===== src/rtl/api_initiator.sv =====
// Single-outstanding bus initiator: a valid/ready command becomes one cs/we access on the
// register API, and the result (or a timeout) comes back on a valid/ready response.
module api_initiator #(
  parameter int unsigned TIMEOUT = 16,
  parameter int unsigned CNT_W   = 16
) (
  input  logic        clk,
  input  logic        reset_n,
  input  logic        req_valid,
  output logic        req_ready,
  input  logic        req_we,
  input  logic [7:0]  req_address,
  input  logic [31:0] req_write_data,
  output logic        rsp_valid,
  input  logic        rsp_ready,
  output logic [31:0] rsp_read_data,
  output logic        rsp_timeout,
  output logic        busy,
  output logic        cs,
  output logic        we,
  output logic [7:0]  address,
  output logic [31:0] write_data,
  input  logic [31:0] read_data,
  input  logic        ready
);

  typedef enum logic [1:0] {
    IDLE   = 2'd0,
    ACCESS = 2'd1,
    RESP   = 2'd2
  } state_t;

  localparam logic [CNT_W-1:0] CNT_LAST = CNT_W'(TIMEOUT - 1);

  state_t            state_reg;
  state_t            state_next;
  logic              we_reg;
  logic [7:0]        addr_reg;
  logic [31:0]       wdata_reg;
  logic [CNT_W-1:0]  cnt_reg;
  logic [31:0]       rdata_reg;
  logic              timeout_reg;

  logic              accept;
  logic              in_access;
  logic              hit_last;

  assign accept    = (state_reg == IDLE) && req_valid;
  assign in_access = (state_reg == ACCESS);
  assign hit_last  = (cnt_reg == CNT_LAST);

  // State register
  always_ff @(posedge clk or negedge reset_n) begin
    if (!reset_n) begin
      state_reg <= IDLE;
    end else begin
      state_reg <= state_next;
    end
  end

  // Next-state logic; a ready in the last allowed cycle still completes normally
  always_comb begin
    state_next = state_reg;
    case (state_reg)
      IDLE: begin
        if (req_valid) begin
          state_next = ACCESS;
        end
      end
      ACCESS: begin
        if (ready || hit_last) begin
          state_next = RESP;
        end
      end
      RESP: begin
        if (rsp_ready) begin
          state_next = IDLE;
        end
      end
      default: state_next = IDLE;
    endcase
  end

  // Output decode; API strobes come only from state and latched command registers
  always_comb begin
    req_ready = 1'b0;
    cs        = 1'b0;
    rsp_valid = 1'b0;
    busy      = 1'b0;
    case (state_reg)
      IDLE: begin
        req_ready = reset_n;
      end
      ACCESS: begin
        cs   = 1'b1;
        busy = 1'b1;
      end
      RESP: begin
        rsp_valid = 1'b1;
        busy      = 1'b1;
      end
      default: begin
        req_ready = 1'b0;
      end
    endcase
    we            = cs & we_reg;
    address       = addr_reg;
    write_data    = wdata_reg;
    rsp_read_data = rdata_reg;
    rsp_timeout   = timeout_reg;
  end

  // Command latch; holds its value outside ACCESS so the API bus stays quiet
  always_ff @(posedge clk or negedge reset_n) begin
    if (!reset_n) begin
      we_reg    <= 1'b0;
      addr_reg  <= 8'd0;
      wdata_reg <= 32'd0;
    end else if (accept) begin
      we_reg    <= req_we;
      addr_reg  <= req_address;
      wdata_reg <= req_write_data;
    end
  end

  // Wait-cycle counter for the timeout
  always_ff @(posedge clk or negedge reset_n) begin
    if (!reset_n) begin
      cnt_reg <= '0;
    end else if (accept) begin
      cnt_reg <= '0;
    end else if (in_access && !ready) begin
      cnt_reg <= cnt_reg + CNT_W'(1);
    end
  end

  // Response capture; writes and aborted accesses report zero data
  always_ff @(posedge clk or negedge reset_n) begin
    if (!reset_n) begin
      rdata_reg   <= 32'd0;
      timeout_reg <= 1'b0;
    end else if (in_access) begin
      if (ready) begin
        rdata_reg   <= we_reg ? 32'd0 : read_data;
        timeout_reg <= 1'b0;
      end else if (hit_last) begin
        rdata_reg   <= 32'd0;
        timeout_reg <= 1'b1;
      end
    end
  end

endmodule


===== config.mk =====
export PLATFORM = sky130hd
export DESIGN_NAME = api_initiator
export DESIGN_NICKNAME = d
export VERILOG_FILES = /design/src/rtl/api_initiator.sv
export SDC_FILE = /design/constraint.sdc
export NUM_CORES = 1
export LEC_CHECK = 0
export BUFFER_PORTS_ARGS = -buffer_cell sky130_fd_sc_hd__buf_2
export CAP_MARGIN = 20
export CELL_PAD_IN_SITES_DETAIL_PLACEMENT = 1
export CELL_PAD_IN_SITES_GLOBAL_PLACEMENT = 1
export CORE_AREA = 2 2 107 109
export CTS_CLUSTER_DIAMETER = 100
export DETAILED_ROUTE_END_ITERATION = 10
export DIE_AREA = 0 0 109 111
export GPL_TIMING_DRIVEN = 0
export PLACE_DENSITY = 0.79
export SETUP_SLACK_MARGIN = 0.1
export SYNTH_ARGS = -nofsm -noshare
export SYNTH_HDL_FRONTEND = slang
export SYNTH_SLANG_ARGS = --single-unit

===== constraint.sdc =====
create_clock -name clk -period 2.4 [get_ports clk]
set_input_delay 0 -clock clk [delete_from_list [all_inputs] [get_ports clk]]
set_output_delay 0 -clock clk [all_outputs]
set_load 0.02 [all_outputs]

; ---- Word-level counts from Yosys, hierarchy flattened
; Cells that the tools add are included.
[word_totals]
reg_bits = 92
elab_cells = 40
inputBits = 78
output_inout_bits = 78
[classes]
n_reduce_logical = 10
bitwise_logic = 1
mux = 15
add_sub_neg = 1
n_eq_ne = 6
[op_table]
columns = cell, count
row1 = 2-to-1 mux 32 bit, 3
row2 = 2-to-1 mux 16 bit, 2
row3 = adder 16 x 1 -> 16 bit (second input constant), 1
row4 = equality test 16 x 4 -> 1 bit (second input constant), 1
row5 = 2-to-1 mux 1 bit, 6
row6 = 2-to-1 mux 2 bit, 3
row7 = case mux 2 bit (3 select lines), 1
row8 = inequality test 2 bit (second input constant), 2
row9 = nonzero test 2 bit, 2
row10 = AND reduction 3 bit, 1
row11 = equality test 2 x 1 -> 1 bit (second input constant), 1
row12 = equality test 2 bit (second input constant), 1
row13 = logical AND 1 bit, 2
row14 = zero test 2 bit, 1
row15 = inequality test 2 x 1 -> 1 bit (second input constant), 1
row16 = AND reduction 2 bit, 1
row17 = OR reduction 2 bit, 1
row18 = bitwise AND 1 bit, 1
row19 = zero test 1 bit, 1
row20 = logical OR 1 bit, 1

; ---- Longest topological paths before layout
; Gate-level depths: netlist of the first run.
[logic_depth]
ltp_word = 4
mapped_depth = 8

; ---- Least setup slack after synthesis of the first run
; OpenSTA, ideal clock, no wires.
[synth_timing]
path_type = flip-flop to flip-flop
start = register state_reg[1]
end = register cnt_reg[15]
setup_time_ns = 0.078
arrival_time_ns = 1.868
slack_ns = 0.453
t_required_ns = 2.322
path_buffers = 1
stages_incl_launch_ff = 8
cell_sequence = dfrtp_1 > inv_1 > ha_1 > and2b_1 > buf_4 > o211ai_4 > or4_1 > a21oi_1
[synth_between]
elab_chain_cells = 3
word_cells_on_any_way = 6
[synth_lines]
columns = element, line_no
row1 = start: declaration, 35  ; state_t state_reg;
row2 = start signal: assignment, 57  ; state_reg <= state_next;
row3 = equality test 2 x 1 -> 1 bit or zero test 2 bit (tied branches), "49, 48"
row4 = "logical AND 1 bit, on equally long branches", "132, 48"
row5 = nonzero test 2 bit (no line) or 2-to-1 mux 16 bit (tied branches), n/a
row6 = end signal: assignment, 133  ; cnt_reg <= cnt_reg + CNT_W'(1);
row7 = end: declaration, 40  ; logic [CNT_W-1:0] cnt_reg;
; Several ways; a longest one is shown, not always the timed one.
; A chain may end at the register's enable or synchronous reset.

; ---- Worst setup path in the final report of the first run
; Ends and elaborated chain as after synthesis.

==> impl_metrics.csv, run 1 <==
group,metric,value,unit
synth,synth-seq-cells,92,
critical_path,cp_slowest_cell,"or4_1",
synth,syn-instance-count,356,
power_and_ir_drop,p_leak,3.08,nW
global_routing,grt_pass1_wl,21100,µm
power_and_ir_drop,pwr-share-clk,21.5,%
floorplanning,fp.dieH,111,µm
synth,muxShareOfSynthArea,0.606,%
cts,worstSkewPairLatency,340,ps
cells_and_area,drive_gt1_share,30.7,%
critical_path,start_kind,"register",
synth,async_reset_ff_share,100,%
synth,synth_area_per_cell,10.4,µm²
cells_and_area,diodes,0,
critical_path,ff2ff_setup_slack,320,ps
floorplanning,die_area,12100,µm²
timing,finClkSkew,11.0,ps
hold_path,hold_path_class,"input pin to register",
timing,fin_tns_setup,0,ps
critical_path,setup.worst_path.end,"cnt_reg[15]",
timing,slew_headroom,65.0,%
floorplanning,start_util,33.6,%
critical_path,critPathMaxFanout,10,
synth,synth_top_family_by_area,"simple AND/OR/NAND/NOR gates",
placement,numPortBuffers,155,
cts,clockBufferDepth,2,
critical_path,critPathMaxStageDelay,520,ps
hold_path,hold_depth,4,
cells_and_area,finish.utilization,52.0,%
power_and_ir_drop,peakVddDrop,0.000582,V
critical_path,worst-r2r-cell-count,7,
detailed_routing,dr_total_vias,3662,
critical_path,path_cells,"inv_1 > ha_1 > and2b_1 > buf_4 > o211ai_4 > or4_1 > a21oi_1",
cells_and_area,fin_nets,682,
cts,post_cts_buffers,0,
timing,min_period,2080,ps
placement,placed_cell_area,4700,µm²
synth,ys_seq_area_share,61.9,%
cts,cts_sinks,92,
timing,whs,123,ps
global_routing,grt_pass1_vias,4051,
detailed_routing,wl,13500,µm
power_and_ir_drop,switching_share,41.7,%
critical_path,worstSetupPathType,"register to register",
critical_path,crit_start,"state_reg[1]",
detailed_routing,remaining_drc_errors,0,
cells_and_area,fill_cells,1273,
timing,tightest_slew,524,ps
critical_path,timing.rr.end,"cnt_reg[15]",
cts,h-tree-depth,3,
synth,synth.top_cells.by_count,"134 x nand2_1, 92 x dfrtp_1, 32 x a22o_1, 9 x a21oi_1, 8 x nor2_1",
detailed_routing,drt_first_pass_iters,4,
critical_path,worstPathArrival,2340,ps
cts,cts-root-buf,"clkbuf_16",
synth,yosys_most_used_dff,"dfrtp_1",
timing,fmax,481,MHz
synth,yosys.area_share.adder,2.02,%
synth,synth-simple-area-share,19.2,%
floorplanning,die_x,109,µm
timing,fin_crit_sh,86.6,%
critical_path,endpoint_kind,"register",
outcome,status,"complete, no violations",
hold_path,min_from,"req_valid",
power_and_ir_drop,p_switching,2.82,mW
timing,rsz0062_at_grt,"false",
floorplanning,io-pin-count,156,
placement,dpl.hpwl,7670,µm
placement,place_congestion,0.776,
detailed_routing,wl_per_cell,18.1,µm
cts,numCtsBuffers,9,
synth,synth_area,3720,µm²
run,maxCapViolCount,0,
synth,synthTopCellsByArea,"dfrtp_1 62%, nand2_1 14%, a22o_1 7.5%, ha_1 2.0%, a21oi_1 1.2%",
synth,synth_xor_area_share,1.41,%
global_routing,grt-ovfl-total,0,
power_and_ir_drop,cell_internal_pwr,3.95,mW
power_and_ir_drop,p_per_area,1180,nW/µm²
synth,synth_top_area_share,61.9,%
detailed_routing,drt-initial-drc-count,171,
synth,ys_types,34,
cts,cts.clk_slew.worst_paths,70,ps
floorplanning,coreArea,11100,µm²
floorplanning,rows,39,
detailed_routing,ant_nets,0,
timing,hold_viol,0,
synth,yosys.area.top_type,"dfrtp_1",
global_routing,antenna_found_initial,0,
power_and_ir_drop,pwr-share-comb,41.7,%
synth,yosysWarnings,0,
synth,synth_compound_area_share,12.4,%
timing,finalSetupViolations,0,
synth,synth_most_common_cell,"nand2_1",
critical_path,worstPathRequired,2660,ps
synth,synth_edf_count,0,
detailed_routing,viasPerCell,4.91,
timing,maxSlewViolCount,0,
global_routing,grt_use_total,22.9,%
synth,synth_fp_nets,440,
cells_and_area,syn_to_final_growth,54.9,%
global_routing,grt_max_degree,58,
cts,cts_tree,"built",
cells_and_area,fin_area,5760,µm²
power_and_ir_drop,seq_power_share,36.8,%
critical_path,rr_startpoint,"state_reg[1]",
==> power by group through the flow <==
stage,sequential [mW],clock [mW],combinational (mW)
after global placement,2.43,0,2.55
after floorplan,3.10,0,0.985
final,2.49,1.45,2.82
after CTS,2.46,1.48,2.77
after global routing,2.55,1.56,3.05
after detailed placement,2.46,0,2.65
==> per-stage QoR <==
step                      worst slack, ps  cells  power (mW)
final                                 321    746        6.77
after global routing                  175    746        7.16
after CTS                             227    746        6.71
after detailed placement              259    655        5.12
after global placement                333    654        4.98
after floorplan                       453    356        4.08
==> kinds of logic (layout without fill, tap and decap cells) <==
logic type / after synthesis / after routing
and+or+nand+nor: 170 / 170
DFF: 92 / 92
AOI/OAI and AO/OA: 58 / 58
buffers and inverters: 22 / 269
adders and majority gates: 6 / 6
xor gates and xnor gates: 6 / 6
muxes: 2 / 2
==> per-layer routing <==
metal	track usage (%)	vias to the layer above	routed length, µm
li1	-	1680	-
met1	25.8	1841	5260
met2	42.8	129	7400
met3	5.17	12	702
met4	5.81	0	148
met5	0	-	0
==> worst min-delay path by stage <==
stage                              to  slack, ps
detailed placement  rsp_read_data[11]         10
CTS                     write_data[9]        120
global route            write_data[9]        140
floorplan                  address[0]       -300
global placement       write_data[15]        190
finish                  write_data[9]        120
==> critical path: cells and delay by family (launching register included) <==
kind            cells  cell delay, ps
flops               1             410
compound gates      2             290
simple gates        2             670
buf+inv             2             340
fa+ha+maj           1             290
==> cell usage in the layout (no fill, tap or decap), types with 4 or more instances in the layout <==
cell type      count
or3_1              6
nand2_1          134
and2_1             5
clkbuf_2           4
dlygate4sd3_1     75
clkbuf_1           8
a21oi_1            9
inv_1              4
a22o_1            32
xor2_1             4
o21ai_0            6
ha_1               6
dfrtp_1           92
nor2_1             8
buf_2            159
clkbuf_16          9
==> cell type report <==
type | instances | area [µm²] | area share, %
inverters | 4 | 15.0 | 0.261
repair buffers | 231 | 1560 | 27.0
multi-input cells | 242 | 1320 | 23.0
plain buffers | 18 | 82.6 | 1.43
clock buffers | 10 | 229 | 3.98
well taps | 143 | 179 | 3.11
clock inverters | 6 | 71.3 | 1.24
flip-flops and latches | 92 | 2300 | 40.0
==> timing repair <==
action                                  in CTS  in global routing
endpoints found under the hold margin      110                  0
endpoints found under the setup margin       0                 18
resized for setup                            0                  4
hold buffers                                75                  0
(Power assumes the default switching activity.)
==> run 2: changes to the inputs <==
--- a/config.mk
+++ b/config.mk
@@ -9,12 +9,12 @@
 export CAP_MARGIN = 20
 export CELL_PAD_IN_SITES_DETAIL_PLACEMENT = 1
 export CELL_PAD_IN_SITES_GLOBAL_PLACEMENT = 1
-export CORE_AREA = 2 2 107 109
+export CORE_AREA = 2 2 102 104
 export CTS_CLUSTER_DIAMETER = 100
 export DETAILED_ROUTE_END_ITERATION = 10
-export DIE_AREA = 0 0 109 111
+export DIE_AREA = 0 0 104 106
 export GPL_TIMING_DRIVEN = 0
-export PLACE_DENSITY = 0.79
+export PLACE_DENSITY = 0.86
 export SETUP_SLACK_MARGIN = 0.1
 export SYNTH_ARGS = -nofsm -noshare
 export SYNTH_HDL_FRONTEND = slang
==> constraint.sdc (replaced) <==
create_clock -name clk -period 2.6 [get_ports clk]
set_input_delay 0 -clock clk [delete_from_list [all_inputs] [get_ports clk]]
set_output_delay 0 -clock clk [all_outputs]
set_load 0.02 [all_outputs]
==> impl_metrics.csv, run 2 (same netlist as run 1, synthesis figures left out) <==
group,metric,value,unit
critical_path,ff2ff_setup_slack,440,ps
cells_and_area,drive_gt1_share,30.2,%
placement,place_congestion,0.757,
cells_and_area,layout_commonest_cell,"buf_2",
critical_path,critPathTopFamily,"buffers and inverters",
cts,clockBufferDepth,2,
critical_path,endpoint_kind,"register",
global_routing,grt_use_total,25.1,%
critical_path,start_kind,"register",
critical_path,worst-r2r-cell-count,8,
placement,numPortBuffers,155,
power_and_ir_drop,pwr-share-clk,16.9,%
power_and_ir_drop,p_per_area,1050,nW/µm²
global_routing,grt_pass1_wl,21800,µm
power_and_ir_drop,p_leak,3.02,nW
hold_path,hold_depth,4,
critical_path,timing.rr.end,"write_data[5]",
critical_path,critPathMaxFanout,10,
cts,cts_sinks,92,
cells_and_area,syn_to_final_growth,52.0,%
timing,finalSetupViolations,0,
critical_path,critPathMaxStageDelay,450,ps
cells_and_area,fin_nets,682,
power_and_ir_drop,pwr-share-comb,44.3,%
cts,cts-root-buf,"clkbuf_8",
floorplanning,die_area,11000,µm²
detailed_routing,wl,13600,µm
timing,finClkSkew,15.3,ps
global_routing,grt-ovfl-total,0,
placement,dpl.hpwl,7580,µm
power_and_ir_drop,cell_internal_pwr,3.26,mW
cts,numCtsBuffers,9,
critical_path,crit_buf_inv,4,
detailed_routing,viasPerCell,4.95,
detailed_routing,wl_met1,5230,µm
cts,cts.clk_slew.worst_paths,120,ps
critical_path,cp_slowest_cell,"buf_1",
floorplanning,start_util,37.2,%
detailed_routing,highest_layer,"met4",
cells_and_area,fill_cells,1160,
global_routing,antenna_found_initial,1,
hold_path,hold_path_class,"input pin to register",
power_and_ir_drop,p_switching,2.66,mW
cells_and_area,final_cell_mix,"159 x buf_2, 134 x nand2_1, 92 x dfrtp_1, 75 x dlygate4sd3_1, 32 x a22o_1",
timing,tightest_slew,546,ps
floorplanning,io-pin-count,156,
critical_path,rr_startpoint,"state_reg[0]",
cts,h-tree-depth,3,
critical_path,path_cells,"inv_1 > ha_1 > and2_1 > buf_2 > buf_2 > buf_1 > nand2_1 > nand2_1",
power_and_ir_drop,seq_power_share,38.8,%
timing,min_period,2160,ps
floorplanning,fp.dieH,106,µm
timing,hold_viol,0,
critical_path,worstSetupPathType,"register to register",
global_routing,grt_max_degree,61,
detailed_routing,wl_met2,7270,µm
timing,rsz0062_at_grt,"false",
global_routing,grt_pass1_vias,4062,
run,maxCapViolCount,0,
cells_and_area,finish.utilization,56.5,%
detailed_routing,dr_wl_met3,736,µm
detailed_routing,drt-initial-drc-count,181,
critical_path,worstPathArrival,2470,ps
timing,slew_headroom,63.6,%
detailed_routing,wl_per_cell,18.4,µm
timing,fmax,463,MHz
timing,maxSlewViolCount,0,
timing,fin_tns_setup,0,ps
power_and_ir_drop,peakVddDrop,0.000526,V
detailed_routing,remaining_drc_errors,0,
detailed_routing,dr_total_vias,3665,
floorplanning,die_x,104,µm
detailed_routing,ant_nets,0,
floorplanning,rows,37,
detailed_routing,drt_first_pass_iters,4,
hold_path,min_from,"req_valid",
cts,worstSkewPairLatency,380,ps
power_and_ir_drop,switching_share,44.9,%
outcome,status,"complete, no violations",
floorplanning,coreArea,10000,µm²
critical_path,worstPathRequired,2910,ps
cts,cts_tree,"built",
timing,fin_crit_sh,83.0,%
hold_path,whs_endpoint,"write_data[9]",
==> run 2: cell count changes in the layout (fill, tap and decap cells not counted) <==
cell	change
clkinv_4	+1
diode_2	+1
buf_1	+4
clkbuf_2	-4
clkinv_8	+2
clkbuf_16	-9
clkinvlp_4	-1
clkbuf_8	+9
inv_6	+1
clkbuf_1	-1
bufinv_16	-1
clkinv_2	-1
==> run 2: worst max-delay path by stage <==
stage | from | endpoint | depth (start not counted) | slack [ps]
final | state_reg[0] | write_data[5] | 8 | 440
after global routing | state_reg[0] | write_data[5] | 8 | 280
after CTS | state_reg[0] | write_data[8] | 8 | 490
after detailed placement | state_reg[0] | write_data[8] | 8 | 550
after global placement | reset_n | req_ready | 3 | 560
after floorplan | state_reg[1] | cnt_reg[15] | 7 | 650
==> run 2: worst min-delay path: cells and delay by family <==
kind                   cells  cell delay (ps)
and+or+nand+nor            3              300
buffers and inverters      1               90
==> run 2: layout make-up <==
type	count	area, µm²	share of cell area, %
Sequential cell	92	2300	40.8
Timing Repair Buffer	231	1560	27.6
Multi-Input combinational cell	242	1320	23.4
Tap cell	136	170	3.01
Clock buffer	9	124	2.19
Clock inverter	7	78.8	1.40
Buffer	18	77.6	1.37
Inverter	4	15.0	0.266
Antenna cell	1	2.50	0.0443
==> run 2: repair_timing <==
action	CTS	global route
setup buffers	0	0
gates resized for setup	0	0
hold endpoints to repair	166	0
hold buffers	75	0
==> run 2: stage by stage <==
step           area, µm²  hold WS, ps  setup WS, ps  power (mW)  std cells
2_1_floorplan       3720         -296           653        3.77        356
3_3_place_gp        4660          190           557        4.59        647
3_5_place_dp        4690        -17.3           549        4.72        648
4_1_cts             5650         44.4           495        5.82        739
5_1_grt             5650         79.1           278        6.26        740
6_report            5650         54.2           442        5.92        740
==> run 2: routing by layer <==
metal | track usage [%] | vias up
met2 | 46.5 | 130
li1 | - | 1682
met3 | 6.99 | 29
met1 | 27.6 | 1824
met5 | 0 | -
met4 | 9.17 | 0
==> run 2: power groups by stage <==
stage | clock [mW] | combinational (mW) | sequential [mW]
global route | 1.08 | 2.83 | 2.35
global placement | 0 | 2.35 | 2.24
finish | 0.998 | 2.62 | 2.30
detailed placement | 0 | 2.45 | 2.27
floorplan | 0 | 0.910 | 2.86
CTS | 1.01 | 2.55 | 2.25
==> run 3: changes to the inputs <==
--- a/config.mk
+++ b/config.mk
@@ -5,16 +5,17 @@
 export SDC_FILE = /design/constraint.sdc
 export NUM_CORES = 1
 export LEC_CHECK = 0
+export ABC_AREA = 1
 export BUFFER_PORTS_ARGS = -buffer_cell sky130_fd_sc_hd__buf_2
 export CAP_MARGIN = 20
 export CELL_PAD_IN_SITES_DETAIL_PLACEMENT = 1
 export CELL_PAD_IN_SITES_GLOBAL_PLACEMENT = 1
-export CORE_AREA = 2 2 102 104
+export CORE_AREA = 2 2 117 119
 export CTS_CLUSTER_DIAMETER = 100
 export DETAILED_ROUTE_END_ITERATION = 10
-export DIE_AREA = 0 0 104 106
+export DIE_AREA = 0 0 119 121
 export GPL_TIMING_DRIVEN = 0
-export PLACE_DENSITY = 0.86
+export PLACE_DENSITY = 0.77
 export SETUP_SLACK_MARGIN = 0.1
 export SYNTH_ARGS = -nofsm -noshare
 export SYNTH_HDL_FRONTEND = slang
==> constraint.sdc (replaced) <==
create_clock -name clk -period 1.8 [get_ports clk]
set_input_delay 0 -clock clk [delete_from_list [all_inputs] [get_ports clk]]
set_output_delay 0 -clock clk [all_outputs]
set_load 0.02 [all_outputs]
==> impl_metrics.csv, run 3 <==
group,metric,value,unit
detailed_routing,dr_total_vias,4321,
timing,fmax,616,MHz
detailed_routing,ant_nets,0,
floorplanning,die_area,14400,µm²
cts,cts_sinks,92,
power_and_ir_drop,p_switching,4.40,mW
power_and_ir_drop,pwr-share-clk,20.0,%
floorplanning,die_x,119,µm
synth,synth_edf_count,0,
timing,slew_headroom,64.4,%
power_and_ir_drop,pwr-share-comb,45.7,%
floorplanning,coreArea,13100,µm²
synth,synth_compound_area_share,8.18,%
timing,tightest_slew,534,ps
synth,synth.top_cells.by_count,"204 x nand2_1, 92 x dfrtp_1, 43 x nand3_1, 31 x nor2_1, 24 x inv_1",
synth,synth_most_common_cell,"nand2_1",
synth,synthTopCellsByArea,"dfrtp_1 56%, nand2_1 19%, nand3_1 5.2%, o21ai_2 4.7%, nor2_1 2.8%",
cts,clockBufferDepth,2,
detailed_routing,wl,15100,µm
global_routing,grt_pass1_wl,24000,µm
detailed_routing,drt-initial-drc-count,165,
critical_path,start_kind,"register",
critical_path,critPathMaxFanout,10,
timing,fin_crit_sh,90.1,%
placement,dpl.hpwl,9290,µm
detailed_routing,viasPerCell,4.72,
critical_path,critPathMaxStageDelay,400,ps
placement,numPortBuffers,154,
global_routing,met2_usage,37.5,%
critical_path,ff2ff_setup_slack,180,ps
detailed_routing,drt_first_pass_iters,4,
critical_path,rr_startpoint,"cnt_reg[1]",
placement,place_congestion,0.825,
synth,yosysWarnings,0,
floorplanning,fp.dieH,121,µm
timing,whs,16.0,ps
synth,synth_fp_nets,566,
critical_path,endpoint_kind,"register",
cells_and_area,stdcell_count,916,
power_and_ir_drop,p_per_area,1590,nW/µm²
synth,syn-instance-count,482,
hold_path,hold_depth,3,
global_routing,grtUsageMet1,23.9,%
global_routing,top_usage_layer,"met2",
hold_path,min_from,"ready",
critical_path,cp_slowest_cell,"dfrtp_1",
power_and_ir_drop,p_leak,3.38,nW
cells_and_area,syn_to_final_growth,55.0,%
synth,yosys.area.top_type,"dfrtp_1",
detailed_routing,wl_per_cell,16.5,µm
critical_path,crit_start,"cnt_reg[1]",
global_routing,grt_util_met3,4.23,%
timing,worst_slack,178,ps
cells_and_area,drive_gt1_share,32.3,%
synth,synth_top_area_share,56.1,%
critical_path,path_cells,"ha_2 > nand3_4 > nor2_4 > nand2_2 > nand2_1 > nand2_2 > buf_6 > buf_6 > nand2_1 > o21ai_2",
synth,synth_xor_area_share,0.214,%
placement,dp.cells,813,
synth,yosys_most_used_dff,"dfrtp_1",
floorplanning,start_util,31.3,%
timing,rsz0062_at_grt,"true",
power_and_ir_drop,peakVddDrop,0.000714,V
synth,synth-simple-area-share,27.8,%
global_routing,grt_max_degree,52,
timing,min_period,1620,ps
cts,cts-root-buf,"clkbuf_16",
synth,synth-seq-cells,92,
synth,yosys.area_share.adder,1.83,%
cts,h-tree-depth,3,
global_routing,antenna_found_initial,1,
cells_and_area,layout_commonest_cell,"nand2_1",
timing,maxSlewViolCount,0,
critical_path,critPathTopFamily,"simple AND/OR/NAND/NOR gates",
run,maxCapViolCount,0,
critical_path,worstPathArrival,1860,ps
global_routing,grt_pass1_vias,4787,
cells_and_area,finish.utilization,48.6,%
timing,finClkSkew,11.5,ps
critical_path,timing.rr.end,"rsp_read_data[29]",
synth,ys_seq_area_share,56.1,%
detailed_routing,remaining_drc_errors,0,
synth,synth_area_per_cell,8.51,µm²
cts,cts.clk_slew.worst_paths,70,ps
hold_path,whs_endpoint,"rsp_read_data[30]",
floorplanning,rows,42,
synth,synth_top_family_by_area,"simple AND/OR/NAND/NOR gates",
critical_path,worst-r2r-cell-count,10,
global_routing,grt-ovfl-total,0,
critical_path,worstSetupPathType,"register to register",
critical_path,worstPathRequired,2040,ps
cts,cts_tree,"built",
power_and_ir_drop,switching_share,43.7,%
timing,fin_tns_setup,0,ps
placement,preCtsSetupSlack,-41.1,ps
synth,muxShareOfSynthArea,0,%
timing,finalSetupViolations,0,
timing,hold_viol,0,
global_routing,grt_use_total,21.2,%
critical_path,crit_buf_inv,2,
power_and_ir_drop,cell_internal_pwr,5.68,mW
outcome,status,"complete, no violations",
cells_and_area,final_cell_mix,"200 x nand2_1, 156 x buf_2, 91 x dfrtp_1, 75 x dlygate4sd3_1, 42 x nand3_1",
hold_path,hold_path_class,"input pin to register",
cells_and_area,fin_nets,816,
synth,synth_area,4100,µm²
synth,async_reset_ff_share,100,%
cts,numCtsBuffers,9,
cells_and_area,fill_cells,1563,
power_and_ir_drop,seq_power_share,34.2,%
cts,worstSkewPairLatency,350,ps
floorplanning,io-pin-count,156,
synth,ys_types,23,
[run 3: layout make-up]
type / instances / area [µm²] / area share (%)
Sequential cell: 92 / 2300 / 36.2
Timing Repair Buffer: 239 / 1630 / 25.6
Multi-Input combinational cell: 340 / 1620 / 25.5
Clock buffer: 12 / 256 / 4.03
Tap cell: 176 / 220 / 3.46
Buffer: 25 / 169 / 2.66
Inverter: 25 / 95.1 / 1.50
Clock inverter: 4 / 55.1 / 0.866
Antenna cell: 3 / 7.51 / 0.118
[run 3: power groups by stage]
stage	clock, mW	combinational [mW]	sequential (mW)
after floorplan	0	1.71	4.33
after global placement	0	4.03	3.39
after detailed placement	0	4.18	3.44
after CTS	2.03	4.37	3.42
after global routing	2.13	5.03	3.56
final	2.02	4.61	3.45
[run 3: repair_timing]
item                       4_1_cts  5_1_grt
setup buffers                    0        7
setup endpoints to repair       47       86
pin swaps                        0        4
hold endpoints to repair       115        0
hold buffers                    76        0
cloned                           0        1
gates resized for setup         12       26
[run 3: layer usage]
layer	vias to the layer above	wire, µm
met5	-	0
met4	0	563
met3	46	668
met2	133	7980
met1	2115	5870
li1	2027	-
[run 3: kinds of logic (layout without fill, tap and decap cells)]
family / after synthesis / count (layout)
compound gates: 49 / 49
fa+ha+maj: 6 / 6
xor+xnor: 1 / 1
buf+inv: 50 / 305
simple gates: 284 / 284
flops: 92 / 92
other cells: 0 / 3
[run 3: how the worst max path moves through the flow]
stage	endpoint	slack [ps]	depth (start not counted)
6_report	rsp_read_data[29]	180	10
5_1_grt	rsp_read_data[10]	60	10
4_1_cts	write_data[8]	80	7
3_5_place_dp	write_data[7]	-40	7
3_3_place_gp	req_ready	-210	4
2_1_floorplan	cnt_reg[12]	200	10
[run 3: per-stage QoR]
| step | area, µm² | total power, mW |
|---|---|---|
| after floorplan | 4100 | 6.04 |
| after global placement | 5090 | 7.42 |
| after detailed placement | 5120 | 7.62 |
| after CTS | 6230 | 9.82 |
| after global routing | 6350 | 10.7 |
| final | 6360 | 10.1 |
[run 3: worst reg2reg max path, delay by kind of cell, from the launching register on]
| kind | cells | cell delay [ps] |
|---|---|---|
| simple gates | 6 | 520 |
| buf+inv | 2 | 280 |
| fa+ha+maj | 1 | 240 |
| flops | 1 | 400 |
| compound gates | 1 | 70 |
